[config.mk]
export PLATFORM = sky130hd
export DESIGN_NAME = ddr_cmd_scheduler
export DESIGN_NICKNAME = d
export VERILOG_FILES = /design/src/rtl/ddr_cmd_scheduler.sv
export SDC_FILE = /design/constraint.sdc
export NUM_CORES = 1
export LEC_CHECK = 0
export BUFFER_PORTS_ARGS = -buffer_cell sky130_fd_sc_hd__buf_2
export CORE_UTILIZATION = 55
export DETAILED_ROUTE_END_ITERATION = 16
export PLACE_DENSITY = 0.7
export RECOVER_POWER = 50
export SLEW_MARGIN = 20
export SYNTH_ARGS = -nofsm -noshare
export SYNTH_HDL_FRONTEND = slang
export SYNTH_SLANG_ARGS = --single-unit
[constraint.sdc]
create_clock -name clock_t -period 8.04 [get_ports clock_t]
set_clock_uncertainty 0.2 [all_clocks]
set_input_delay 1.608 -clock clock_t [delete_from_list [all_inputs] [get_ports clock_t]]
set_output_delay 1.608 -clock clock_t [all_outputs]
set_load 0.01 [all_outputs]
[src/rtl/ddr_cmd_scheduler.sv]
// rtl/ddr_cmd_scheduler.sv - ACT/CAS/data-slot timing scheduler feeding the burst data stage
//
// Purpose: requests are carried in order through three FIFOs (ACT -> CAS -> data slot).
// The scheduler issues one-cycle ACT, CAS and data-phase strobes while it enforces tRRD,
// tRCD, tCCD and the per-direction CAS-to-data delay. At most one ACT or CAS is issued
// per cycle, and CAS has priority over ACT. Every strobe is registered: a decision made
// in cycle t produces a pulse in cycle t+1, and each timestamp is that pulse cycle.
//
// Ports:
//   clock_t, reset_n         clock, synchronous active-low reset
//   init_done                no ACT/CAS is issued while this is low
//   req_valid/req_rw/req_ready  request handshake; rw 2'b01 = READ, 2'b10 = WRITE
//   t_rrd, t_rcd, t_ccd      minimum ACT-ACT, ACT-CAS and CAS-CAS spacing (cycles)
//   rd_delay, wr_delay       CAS-to-data-phase delay per direction (>= 1)
//   act_rdy, cas_rdy, rw_rdy one-cycle strobes; rw_type is the owner's rw on rw_rdy
//   drop_err                 accepted request had an illegal rw
//   busy                     some queue held work in the previous cycle
module ddr_cmd_scheduler #(
   parameter int DEPTH = 4,
   parameter int TW    = 16   // must exceed 8 so that 8-bit spacings fit
) (
   input  logic       clock_t,
   input  logic       reset_n,
   input  logic       init_done,
   input  logic       req_valid,
   input  logic [1:0] req_rw,
   output logic       req_ready,
   input  logic [7:0] t_rrd,
   input  logic [7:0] t_rcd,
   input  logic [7:0] t_ccd,
   input  logic [7:0] rd_delay,
   input  logic [7:0] wr_delay,
   output logic       act_rdy,
   output logic       cas_rdy,
   output logic       rw_rdy,
   output logic [1:0] rw_type,
   output logic       drop_err,
   output logic       busy
);

   localparam logic [1:0] RW_READ  = 2'b01;
   localparam logic [1:0] RW_WRITE = 2'b10;
   localparam int AW = (DEPTH > 1) ? $clog2(DEPTH) : 1;
   localparam int CW = $clog2(DEPTH + 1);
   localparam logic [CW-1:0] FULL = CW'(DEPTH);

   function automatic logic [AW-1:0] inc(input logic [AW-1:0] p);
      return (p == AW'(DEPTH - 1)) ? '0 : p + AW'(1);
   endfunction

   // queue storage
   logic [1:0]    act_q_rw   [DEPTH];
   logic [1:0]    cas_q_rw   [DEPTH];
   logic [TW-1:0] cas_q_t    [DEPTH];
   logic [1:0]    slot_q_rw  [DEPTH];
   logic [TW-1:0] slot_q_due [DEPTH];

   logic [AW-1:0] act_wr, act_rd, cas_wr, cas_rd, slot_wr, slot_rd;
   logic [CW-1:0] act_cnt, cas_cnt, slot_cnt, act_cnt_n;

   logic [TW-1:0] cnt, pulse;
   logic [TW-1:0] last_act, last_cas, last_due;
   logic          last_act_v, last_cas_v, last_due_v;

   logic          accept, legal_rw, push_act;
   logic [7:0]    cas_delay;
   logic [TW-1:0] cas_due, due_diff;
   logic          rrd_ok, rcd_ok, ccd_ok, ord_ok;
   logic          do_act, do_cas, do_rw;
   logic          act_stale, cas_stale;

   assign pulse    = cnt + TW'(1);
   assign accept   = req_valid && req_ready;
   assign legal_rw = (req_rw == RW_READ) || (req_rw == RW_WRITE);
   assign push_act = accept && legal_rw;

   // The delay is sampled here, at decision time, and it fixes the slot's due cycle.
   assign cas_delay = (cas_q_rw[cas_rd] == RW_READ) ? rd_delay : wr_delay;
   assign cas_due   = pulse + TW'(cas_delay);
   assign due_diff  = cas_due - last_due;

   // Every spacing is a modular difference, so the free-running counter can wrap.
   assign rrd_ok = !last_act_v || ((pulse - last_act) >= TW'(t_rrd));
   assign rcd_ok = (pulse - cas_q_t[cas_rd]) >= TW'(t_rcd);
   assign ccd_ok = !last_cas_v || ((pulse - last_cas) >= TW'(t_ccd));
   // Dues must strictly increase. Without that, two slots could want the same rw_rdy cycle.
   assign ord_ok = !last_due_v || (!due_diff[TW-1] && (due_diff != '0));

   // An old tracker would wrap back into range after 2^TW cycles. Once its age exceeds any
   // 8-bit spacing it can no longer constrain anything, so it is dropped.
   assign act_stale = (cnt - last_act) > TW'(255);
   assign cas_stale = (cnt - last_cas) > TW'(255);

   assign do_cas = init_done && (cas_cnt != '0) && (slot_cnt != FULL)
                   && rcd_ok && ccd_ok && ord_ok;
   assign do_act = init_done && (act_cnt != '0) && (cas_cnt != FULL)
                   && rrd_ok && !do_cas;
   assign do_rw  = (slot_cnt != '0) && (slot_q_due[slot_rd] == pulse);

   always_comb begin
      act_cnt_n = act_cnt;
      if (push_act && !do_act)
         act_cnt_n = act_cnt + CW'(1);
      else if (!push_act && do_act)
         act_cnt_n = act_cnt - CW'(1);
   end

   always_ff @(posedge clock_t) begin
      if (push_act)
         act_q_rw[act_wr] <= req_rw;
      if (do_act) begin
         cas_q_rw[cas_wr] <= act_q_rw[act_rd];
         cas_q_t[cas_wr]  <= pulse;
      end
      if (do_cas) begin
         slot_q_rw[slot_wr]  <= cas_q_rw[cas_rd];
         slot_q_due[slot_wr] <= cas_due;
      end
   end

   always_ff @(posedge clock_t) begin
      if (!reset_n) begin
         cnt        <= '0;
         act_wr     <= '0;
         act_rd     <= '0;
         act_cnt    <= '0;
         cas_wr     <= '0;
         cas_rd     <= '0;
         cas_cnt    <= '0;
         slot_wr    <= '0;
         slot_rd    <= '0;
         slot_cnt   <= '0;
         last_act   <= '0;
         last_cas   <= '0;
         last_due   <= '0;
         last_act_v <= 1'b0;
         last_cas_v <= 1'b0;
         last_due_v <= 1'b0;
         act_rdy    <= 1'b0;
         cas_rdy    <= 1'b0;
         rw_rdy     <= 1'b0;
         rw_type    <= 2'b00;
         drop_err   <= 1'b0;
         busy       <= 1'b0;
         req_ready  <= 1'b1;
      end else begin
         cnt <= pulse;

         if (push_act)
            act_wr <= inc(act_wr);
         if (do_act)
            act_rd <= inc(act_rd);
         act_cnt <= act_cnt_n;

         // ACT and CAS are never both issued, so the CAS queue does not push and pop together.
         if (do_act) begin
            cas_wr  <= inc(cas_wr);
            cas_cnt <= cas_cnt + CW'(1);
         end else if (do_cas) begin
            cas_rd  <= inc(cas_rd);
            cas_cnt <= cas_cnt - CW'(1);
         end

         if (do_cas)
            slot_wr <= inc(slot_wr);
         if (do_rw)
            slot_rd <= inc(slot_rd);
         if (do_cas && !do_rw)
            slot_cnt <= slot_cnt + CW'(1);
         else if (!do_cas && do_rw)
            slot_cnt <= slot_cnt - CW'(1);

         if (do_act) begin
            last_act   <= pulse;
            last_act_v <= 1'b1;
         end else if (act_stale) begin
            last_act_v <= 1'b0;
         end

         if (do_cas) begin
            last_cas   <= pulse;
            last_cas_v <= 1'b1;
         end else if (cas_stale) begin
            last_cas_v <= 1'b0;
         end

         // Once the counter reaches the last due, any later due is automatically later.
         if (do_cas) begin
            last_due   <= cas_due;
            last_due_v <= 1'b1;
         end else if (cnt == last_due) begin
            last_due_v <= 1'b0;
         end

         act_rdy  <= do_act;
         cas_rdy  <= do_cas;
         rw_rdy   <= do_rw;
         rw_type  <= do_rw ? slot_q_rw[slot_rd] : 2'b00;
         drop_err <= accept && !legal_rw;
         busy     <= (act_cnt != '0) || (cas_cnt != '0) || (slot_cnt != '0);
         // Uses the count after this cycle's push/pop. An ACT pop never makes room for a
         // request that arrives in the same cycle.
         req_ready <= (act_cnt_n != FULL);
      end
   end

endmodule
==> flow_metrics.env, run 1 <==
export IMPL_die_height_um=171
export IMPL_worst_hold_path_type="flip-flop to flip-flop"
export IMPL_timing_critical_path_slowest_stage_cell="sky130_fd_sc_hd__mux4_2"
export IMPL_clock_tree_buffer_depth=3
export IMPL_core_area_sq_mm=0.0279
export IMPL_timing_worst_setup_path_type="flip-flop to flip-flop"
export IMPL_cts_hold_buffers=0
export IMPL_rsz_0062_raised_after_global_routing="false"
export IMPL_power_density_cell_area_mw_per_mm2=304
export IMPL_maxClockFrequency_ghz=0.133
export IMPL_ant_nets=0
export IMPL_critical_path_at_ns=7.81
export IMPL_areaGrowthSynthToFinish_pct=10.4
export IMPL_edff_count_synth=152
export IMPL_detail_route_vias_per_cell=5.89
export IMPL_leakagePower_nw=6.93
export IMPL_worst_path_largest_cell_delay_ns=0.61
export IMPL_synth_area_per_cell_sq_um=10.4
export IMPL_path_clk_slew_ns=0.06
export IMPL_first_pass_grt_wire_length_mm=59.9
export IMPL_clock_latency_ns=0.55
export IMPL_first_global_vias=11233
export IMPL_dr_total_vias=11675
export IMPL_postSynth_topFlopCell="sky130_fd_sc_hd__edfxtp_1"
export IMPL_final_cells=1982
export IMPL_sequential_fraction_of_the_synthesis_area=0.422
export IMPL_dp_hpwl_mm=28.1
export IMPL_syn_cell_area_sq_mm=0.0157
export IMPL_syn_instance_count=1501
export IMPL_place_congestion=0.929
export IMPL_cpLargestDelayFamily="compound AO/OA/AOI/OAI gates"
export IMPL_antenna_diode_count=0
export IMPL_syn_nets=1698
export IMPL_tritoncts_buffer_count=28
export IMPL_critical_path_peak_fanout=16
export IMPL_count_of_synthesis_stage_warnings_from_yosys=0
export IMPL_portBuffers=53
export IMPL_outcome="finished, final reports clean"
export IMPL_dp_cells=1928
export IMPL_cp_capture_type="flip-flop"
export IMPL_drt_iter0_markers=807
export IMPL_startpoint_type="flip-flop"
export IMPL_tritoncts_clock_tree="yes"
export IMPL_floorplan_die_area_sq_mm=0.0291
export IMPL_vdd_drop_max_mv=0.170
export IMPL_worstPathRequired_ns=8.31
export IMPL_dpl_worst_slack_ns=0.107
export IMPL_timing_max_slew_rel_slack=0.246
export IMPL_hold_viol=0
export IMPL_synth_ff_latch_count=254
export IMPL_io_pins=54
export IMPL_setup_violations_final=0
export IMPL_cts_root_buf="sky130_fd_sc_hd__clkbuf_16"
export IMPL_fin_ws_ns=0.498
export IMPL_ys_types=86
export IMPL_timing_final_max_slew_violations=0
export IMPL_grt_usage=0.268
export IMPL_final_layout_size_suffix_gt1_frac=0.110
export IMPL_whs_ns=0.257
export IMPL_avgRoutedWirePerCell_um=19.4
export IMPL_dieWidth_um=171
export IMPL_largest_net_degree_at_the_start_of_global_routing=70
export IMPL_clock_period_minus_final_worst_setup_slack_ns=7.54
export IMPL_synthArstFlopShare=0
export IMPL_worst_path_buf_inv=4
export IMPL_post_route_drc_count=0
export IMPL_cts_sinks=254
export IMPL_fin_setup_tns_ns=0
export IMPL_grt_overflow_total=0
export IMPL_max_cap_violations=0
export IMPL_start_util=0.562
export IMPL_wl_mm=38.4
export IMPL_detail_route_first_pass_iterations=6
export IMPL_final_period_utilization=0.938
export IMPL_count_of_h_tree_levels_built_during_cts=1
export IMPL_antenna_violations_before_repair=0
export IMPL_core_rowCount=61
export IMPL_design_final_nets=1779
export IMPL_worst_pin_slew_ns=1.12
-- timing repair --
item	CTS	global route
resized for setup	0	5
setup buffers	0	2
endpoints found under the setup margin	0	74
-- tightest hold or removal path, stage by stage, from the launching register on --
cell                      delay [ns]
sky130_fd_sc_hd__dfxtp_1        0.31
sky130_fd_sc_hd__nand2_1        0.05
sky130_fd_sc_hd__a21oi_1        0.05
-- cell families (layout without fill, tap and decap cells) --
family          after synthesis  count (layout)  share of synthesized area
compound gates              330             330                      0.140
simple gates                419             419                      0.135
fa+ha+maj                   152             152                      0.126
mux                          63              63                     0.0715
xor+xnor                    103             103                     0.0611
buf+inv                     180             283                     0.0451
flops                       254             254                      0.422
-- final timing paths --
| path | start | endpoint | slack (ns) | depth (start not counted) |
|---|---|---|---|---|
| worst max-delay path | flip-flop | slot_cnt[2] | 0.50 | 27 |
| worst min-delay path | last_cas[6] | last_cas[6] | 0.26 | 2 |
| worst max register to register | flip-flop | slot_cnt[2] | 0.50 | 27 |
| worst min register to register | last_cas[6] | last_cas[6] | 0.26 | 2 |
-- sequential cells by signal, indices dropped and copies added (netlist names), 3 cells and up, named ones only --
name / flops
last_act: 16
act_cnt: 3
act_q_rw: 8
cas_q_t: 64
slot_cnt: 3
cas_q_rw: 8
slot_q_due: 64
last_due: 16
cnt: 16
last_cas: 16
cas_cnt: 3
slot_q_rw: 8
-- stage by stage --
| step | instance area (sq um) | util | power [mW] |
|---|---|---|---|
| after floorplan | 15700 | - | 3.46 |
| after global placement | 16500 | 0.592 | 3.95 |
| after detailed placement | 16500 | 0.592 | 4.01 |
| after CTS | 17400 | 0.624 | 5.26 |
| after global routing | 17300 | 0.621 | 5.59 |
| final | 17300 | 0.621 | 5.26 |
-- cells in the mapped netlist (15+ instances only) --
| cell type | number | area, sq um |
|---|---|---|
| sky130_fd_sc_hd__nand2_1 | 113 | 424 |
| sky130_fd_sc_hd__xnor2_1 | 53 | 464 |
| sky130_fd_sc_hd__nor2_1 | 110 | 413 |
| sky130_fd_sc_hd__mux4_2 | 38 | 856 |
| sky130_fd_sc_hd__nor2b_1 | 21 | 131 |
| sky130_fd_sc_hd__mux2i_1 | 15 | 150 |
| sky130_fd_sc_hd__xor2_1 | 45 | 394 |
| sky130_fd_sc_hd__buf_2 | 18 | 90.1 |
| sky130_fd_sc_hd__a21oi_1 | 111 | 556 |
| sky130_fd_sc_hd__inv_1 | 135 | 507 |
| sky130_fd_sc_hd__a211oi_1 | 23 | 173 |
| sky130_fd_sc_hd__nor3_1 | 20 | 100 |
| sky130_fd_sc_hd__dfxtp_1 | 102 | 2040 |
| sky130_fd_sc_hd__and2_1 | 31 | 194 |
| sky130_fd_sc_hd__nand2b_1 | 20 | 125 |
| sky130_fd_sc_hd__edfxtp_1 | 152 | 4560 |
| sky130_fd_sc_hd__ha_1 | 142 | 1780 |
| sky130_fd_sc_hd__clkbuf_1 | 19 | 71.3 |
| sky130_fd_sc_hd__a21o_1 | 26 | 195 |
| sky130_fd_sc_hd__nand3_1 | 20 | 100 |
| sky130_fd_sc_hd__o21ai_0 | 47 | 235 |
| sky130_fd_sc_hd__o21a_1 | 21 | 158 |
| sky130_fd_sc_hd__nand4_1 | 18 | 113 |
-- area by class of cell --
cell class,count,area [sq um]
clock buffer,38,748
sequential,254,6610
tap,378,473
inverter,137,514
clock inverter,14,141
fill,2294,10600
multi-input combinational,1067,8330
timing repair buffer,94,478
-- placed cells by master (no fill, tap or decap), drive strengths merged, types with 22 or more instances in the layout --
cell / netlist / routed
edfxtp: 152 / 152
ha: 142 / 142
inv: 136 / 138
nand2: 113 / 113
nor2: 112 / 112
a21oi: 111 / 111
dfxtp: 102 / 102
clkbuf: 19 / 71
buf: 24 / 61
xnor2: 55 / 55
o21ai: 49 / 49
xor2: 47 / 47
mux4: 38 / 38
and2: 31 / 31
a21o: 26 / 26
a211oi: 24 / 24
nand3: 23 / 23
nor3: 22 / 22
-- report_power, final --
group / total [mW] / internal (mW) / switching, mW / leakage (nW)
clock: 1.24 / 0.719 / 0.520 / 0.430
sequential: 1.71 / 1.61 / 0.104 / 2.21
combinational: 2.30 / 0.976 / 1.33 / 4.28
total: 5.26 / 3.30 / 1.95 / 6.93
-- routing by layer --
metal | up-vias | global-route usage | routed length, um
li1 | 5622 | - | -
met1 | 5636 | 0.344 | 16400
met2 | 320 | 0.452 | 18200
met3 | 97 | 0.0365 | 2100
met4 | 0 | 0.117 | 1670
met5 | - | 0 | 0
(Power assumes the default switching activity.)
==> inputs of run 2 (changes only) <==
CORE_MARGIN = 3   (was not set)
CORE_UTILIZATION = 41   (was 55)
PLACE_DENSITY = 0.55   (was 0.7)
==> flow_metrics.env, run 2 (synthesis results as in run 1) <==
export IMPL_drt_iter0_markers=843
export IMPL_reg_top3="cas_q_t x64, slot_q_due x64"
export IMPL_fin_ws_ns=0.471
export IMPL_num_fill_cells=3512
export IMPL_avgRoutedWirePerCell_um=19.2
export IMPL_first_pass_grt_wire_length_mm=63.9
export IMPL_cts_root_buf="sky130_fd_sc_hd__clkbuf_16"
export IMPL_cts_hold_buffers=0
export IMPL_final_period_utilization=0.941
export IMPL_power_density_cell_area_mw_per_mm2=304
export IMPL_startpoint_type="flip-flop"
export IMPL_worst_path_largest_cell_delay_ns=0.62
export IMPL_p_int_mw=3.33
export IMPL_wl_mm=40.6
export IMPL_tritoncts_clock_tree="yes"
export IMPL_dieWidth_um=201
export IMPL_dp_cells=2053
export IMPL_areaGrowthSynthToFinish_pct=11.6
export IMPL_design_power_total_mw=5.31
export IMPL_maxClockFrequency_ghz=0.132
export IMPL_first_global_vias=11239
export IMPL_share_clk_of_total_power=0.240
export IMPL_design_final_nets=1778
export IMPL_fin_setup_tns_ns=0
export IMPL_dpl_worst_slack_ns=0.0879
export IMPL_timing_max_slew_rel_slack=0.0879
export IMPL_floorplan_die_area_sq_mm=0.0406
export IMPL_placed_inst_area_sq_mm=0.0167
export IMPL_leakagePower_nw=6.94
export IMPL_final_design_area_no_fill_sq_mm=0.0175
export IMPL_cpMostUsedCell="sky130_fd_sc_hd__a21oi_1"
export IMPL_die_height_um=201
export IMPL_grt_usage=0.198
export IMPL_timing_final_max_slew_violations=0
export IMPL_detail_route_vias_per_cell=5.43
export IMPL_combPwrFrac=0.437
export IMPL_worst_hold_path_type="flip-flop to flip-flop"
export IMPL_worstPathRequired_ns=8.32
export IMPL_post_route_drc_count=0
export IMPL_dp_hpwl_mm=29.5
export IMPL_grt_overflow_total=0
export IMPL_timing_worst_setup_path_type="flip-flop to flip-flop"
export IMPL_final_layout_size_suffix_gt1_frac=0.111
export IMPL_timing_critical_path_slowest_stage_cell="sky130_fd_sc_hd__mux4_2"
export IMPL_place_congestion=0.900
export IMPL_tritoncts_buffer_count=29
export IMPL_ant_nets=0
export IMPL_switching_share=0.374
export IMPL_seqPwrFrac=0.323
export IMPL_portBuffers=53
export IMPL_critical_path_peak_fanout=12
export IMPL_largest_net_degree_at_the_start_of_global_routing=75
export IMPL_core_area_sq_mm=0.0371
export IMPL_netSwitchingPower_mw=1.98
export IMPL_worst_pin_slew_ns=1.36
export IMPL_outcome="finished, final reports clean"
export IMPL_clock_tree_buffer_depth=3
export IMPL_cp_capture_type="flip-flop"
export IMPL_count_of_h_tree_levels_built_during_cts=1
export IMPL_max_cap_violations=0
export IMPL_path_clk_slew_ns=0.06
export IMPL_setup_violations_final=0
export IMPL_cts_sinks=254
export IMPL_final_cells=2109
export IMPL_antenna_violations_before_repair=2
export IMPL_io_pins=54
export IMPL_clock_period_minus_final_worst_setup_slack_ns=7.57
export IMPL_min_delay_src="last_cas[7]"
export IMPL_critical_path_at_ns=7.84
export IMPL_mostFrequentLayoutCell="sky130_fd_sc_hd__edfxtp_1"
export IMPL_hold_viol=0
export IMPL_layout_common_cells="sky130_fd_sc_hd__edfxtp_1, sky130_fd_sc_hd__ha_1, sky130_fd_sc_hd__inv_1"
export IMPL_clock_latency_ns=0.55
export IMPL_dr_total_vias=11460
export IMPL_core_rowCount=70
export IMPL_vdd_drop_max_mv=0.186
export IMPL_detail_route_first_pass_iterations=5
export IMPL_rsz_0062_raised_after_global_routing="false"
export IMPL_start_util=0.422
## run 2: cell count changes in the layout (fill, tap and decap cells not counted), moves of 2 or more
cell | before | now
sky130_fd_sc_hd__a2111oi_2 | 2 | 4
sky130_fd_sc_hd__clkinv_2 | 5 | 9
sky130_fd_sc_hd__clkbuf_16 | 28 | 30
sky130_fd_sc_hd__clkbuf_1 | 41 | 34
sky130_fd_sc_hd__buf_4 | 19 | 17
sky130_fd_sc_hd__clkinv_1 | 2 | 7
## run 2: power by group through the flow
stage | Sequential [mW] | Clock (mW) | Combinational, mW
after global placement | 1.74 | 0 | 2.27
after global routing | 1.74 | 1.36 | 2.61
after detailed placement | 1.74 | 0 | 2.30
final | 1.72 | 1.27 | 2.32
after CTS | 1.72 | 1.30 | 2.32
after floorplan | 1.70 | 0 | 1.76
## run 2: layer usage
metal  global-route usage  vias to the layer above  part of all wire
li1                     -                     5613                 -
met1                0.279                     5534              0.47
met2                0.329                      249              0.46
met3               0.0209                       64             0.041
met4               0.0501                        0             0.028
met5                    0                        -                 0
## run 2: worst max-delay path: cells and delay by family (launching register included)
family,cells,cell delay (ns)
xor+xnor,3,0.64
mux,3,1.28
flops,1,0.46
fa+ha+maj,4,1.39
buf+inv,3,0.48
simple gates,4,0.94
compound gates,11,2.08
## run 2: final timing paths
check           endpoint  slack [ns]  cells past startpoint
min reg2reg  last_cas[7]        0.26                      2
min          last_cas[7]        0.26                      2
max          slot_cnt[2]        0.47                     28
max reg2reg  slot_cnt[2]        0.47                     28
## run 2: what timing repair did
item | 4_1_cts | 5_1_grt
setup buffers | 0 | 1
endpoints found under the setup margin | 0 | 190
gates resized for setup | 0 | 5
## run 2: stage by stage
stage	hold slack, ns	utilization
2_1_floorplan	0.236	-
3_5_place_dp	0.247	0.449
4_1_cts	0.256	0.474
3_3_place_gp	0.242	0.449
6_report	0.256	0.470
5_1_grt	0.276	0.470
## run 2: layout make-up
cell class	instances	area, sq um	share of cell area
Multi-Input combinational cell	1067	8310	0.476
Inverter	137	514	0.0294
Clock inverter	22	164	0.00938
Tap cell	504	631	0.0361
Clock buffer	32	758	0.0434
Timing Repair Buffer	92	478	0.0274
Antenna cell	1	2.50	0.000143
Sequential cell	254	6610	0.378
==> inputs of run 3 (changes only) <==
CORE_UTILIZATION = 54   (was 41)
CTS_BUF_LIST = sky130_fd_sc_hd__clkbuf_4   (was not set)
PLACE_DENSITY = 0.69   (was 0.55)
==> flow_metrics.env, run 3 (synthesis results as in run 1) <==
export IMPL_outcome="finished, final reports clean"
export IMPL_worst_r2r_setup_slack_ns=0.42
export IMPL_dieWidth_um=176
export IMPL_setup_violations_final=0
export IMPL_clock_period_minus_final_worst_setup_slack_ns=7.62
export IMPL_met2_global_route_usage=0.388
export IMPL_dpl_worst_slack_ns=0.142
export IMPL_maxClockFrequency_ghz=0.131
export IMPL_max_cap_violations=0
export IMPL_layout_common_cells="sky130_fd_sc_hd__edfxtp_1, sky130_fd_sc_hd__ha_1, sky130_fd_sc_hd__inv_1"
export IMPL_cts_root_buf="sky130_fd_sc_hd__clkbuf_4"
export IMPL_whs_ns=0.256
export IMPL_clock_tree_buffer_depth=3
export IMPL_core_rowCount=61
export IMPL_design_power_total_mw=5.19
export IMPL_postLayoutCoreUtil=0.614
export IMPL_detail_route_first_pass_iterations=5
export IMPL_cp_capture_type="flip-flop"
export IMPL_critical_path_at_ns=7.70
export IMPL_fin_ws_ns=0.423
export IMPL_worstPathRequired_ns=8.12
export IMPL_timing_hold_worst_path_depth=2
export IMPL_portBuffers=53
export IMPL_startpoint_type="flip-flop"
export IMPL_largest_net_degree_at_the_start_of_global_routing=60
export IMPL_placed_inst_area_sq_mm=0.0165
export IMPL_worst_hold_path_type="flip-flop to flip-flop"
export IMPL_dp_cells=1927
export IMPL_final_period_utilization=0.947
export IMPL_areaGrowthSynthToFinish_pct=10.4
export IMPL_cts_sinks=254
export IMPL_antenna_violations_before_repair=1
export IMPL_avgRoutedWirePerCell_um=18.7
export IMPL_vdd_drop_max_mv=0.216
export IMPL_first_pass_grt_wire_length_mm=60.2
export IMPL_mostFrequentLayoutCell="sky130_fd_sc_hd__edfxtp_1"
export IMPL_worstRegToRegCells=22
export IMPL_rsz_0062_raised_after_global_routing="false"
export IMPL_io_pins=54
export IMPL_start_util=0.556
export IMPL_use_met3=0.0437
export IMPL_fin_setup_tns_ns=0
export IMPL_die_height_um=176
export IMPL_count_of_h_tree_levels_built_during_cts=3
export IMPL_tritoncts_clock_tree="yes"
export IMPL_timing_worst_setup_path_type="flip-flop to flip-flop"
export IMPL_clock_latency_ns=0.68
export IMPL_critical_path_peak_fanout=18
export IMPL_post_route_drc_count=0
export IMPL_ant_nets=0
export IMPL_core_area_sq_mm=0.0282
export IMPL_worst_pin_slew_ns=1.44
export IMPL_leakagePower_nw=7.03
export IMPL_final_design_area_no_fill_sq_mm=0.0173
export IMPL_reg_top3="cas_q_t x64, slot_q_due x64"
export IMPL_first_global_vias=11258
export IMPL_final_layout_size_suffix_gt1_frac=0.144
export IMPL_timing_final_max_slew_violations=0
export IMPL_grt_overflow_total=0
export IMPL_power_density_cell_area_mw_per_mm2=300
export IMPL_dr_total_vias=11767
export IMPL_wl_mm=38.2
export IMPL_tritoncts_buffer_count=67
export IMPL_timing_max_slew_rel_slack=0.0354
export IMPL_place_congestion=0.940
export IMPL_design_final_nets=1817
export IMPL_hold_viol=0
export IMPL_final_cells=2047
export IMPL_grt_usage=0.248
export IMPL_dp_hpwl_mm=27.7
export IMPL_detail_route_vias_per_cell=5.75
export IMPL_gr_max_usage_layer="met2"
export IMPL_path_clk_slew_ns=0.06
export IMPL_floorplan_die_area_sq_mm=0.0311
export IMPL_met1_usage_grt=0.348
export IMPL_drt_iter0_markers=905
run 3: cell count changes in the layout (fill, tap and decap cells not counted), moves of 5 or more:
cell / before / now
sky130_fd_sc_hd__buf_4: 17 / 22
sky130_fd_sc_hd__clkbuf_1: 34 / 28
sky130_fd_sc_hd__clkbuf_16: 30 / 0
sky130_fd_sc_hd__clkbuf_4: 0 / 99
sky130_fd_sc_hd__clkinv_1: 7 / 12
sky130_fd_sc_hd__clkinv_2: 9 / 1
run 3: what timing repair did:
item                                    in CTS  in global routing
resized for setup                            0                  6
hold buffers                                 0                  0
buffers inserted                             0                  2
hold endpoints to repair                     0                  0
endpoints found under the setup margin       0                186
run 3: power breakdown:
part / leakage, nW / total, mW / internal [mW] / switching [mW]
combinational: 4.29 / 2.29 / 0.977 / 1.31
clock: 0.525 / 1.19 / 0.657 / 0.530
sequential: 2.21 / 1.71 / 1.61 / 0.107
run 3: path summary, 6_finish.rpt:
path                                  start          endpoint
worst max-delay path              flip-flop  slot_q_due[0][8]
worst min-delay path            last_cas[6]       last_cas[6]
worst max register to register    flip-flop  slot_q_due[0][8]
worst min register to register  last_cas[6]       last_cas[6]
run 3: layer usage:
| metal | routed length [um] | vias up | part of all wire |
|---|---|---|---|
| met5 | 0 | - | 0 |
| met4 | 1030 | 0 | 0.027 |
| met3 | 2700 | 79 | 0.071 |
| met2 | 17300 | 428 | 0.45 |
| met1 | 17200 | 5518 | 0.45 |
| li1 | - | 5742 | - |
run 3: layout make-up:
class / instances / area, sq um
Antenna cell: 1 / 2.50
Clock buffer: 98 / 736
Clock inverter: 19 / 160
Fill cell: 2377 / 10900
Inverter: 137 / 514
Multi-Input combinational cell: 1067 / 8300
Sequential cell: 254 / 6610
Tap cell: 378 / 473
Timing Repair Buffer: 93 / 488
run 3: worst max-delay path: stages, from the launching register on:
cell,delay (ns)
sky130_fd_sc_hd__dfxtp_1,0.44
sky130_fd_sc_hd__mux4_2,0.63
sky130_fd_sc_hd__nand2b_1,0.28
sky130_fd_sc_hd__buf_4,0.22
sky130_fd_sc_hd__mux2_2,0.37
sky130_fd_sc_hd__ha_1,0.31
sky130_fd_sc_hd__a211oi_1,0.27
sky130_fd_sc_hd__o21ai_0,0.21
sky130_fd_sc_hd__a2111oi_2,0.56
sky130_fd_sc_hd__a211oi_1,0.13
sky130_fd_sc_hd__xnor2_1,0.18
sky130_fd_sc_hd__clkbuf_1,0.29
sky130_fd_sc_hd__ha_1,0.39
sky130_fd_sc_hd__a21o_1,0.20
sky130_fd_sc_hd__a21oi_1,0.22
sky130_fd_sc_hd__o21ai_0,0.10
sky130_fd_sc_hd__a21oi_1,0.24
sky130_fd_sc_hd__mux2i_1,0.27
sky130_fd_sc_hd__xnor3_1,0.25
sky130_fd_sc_hd__o22ai_2,0.11
sky130_fd_sc_hd__nor3_2,0.35
sky130_fd_sc_hd__buf_4,0.22
sky130_fd_sc_hd__and2_1,0.77
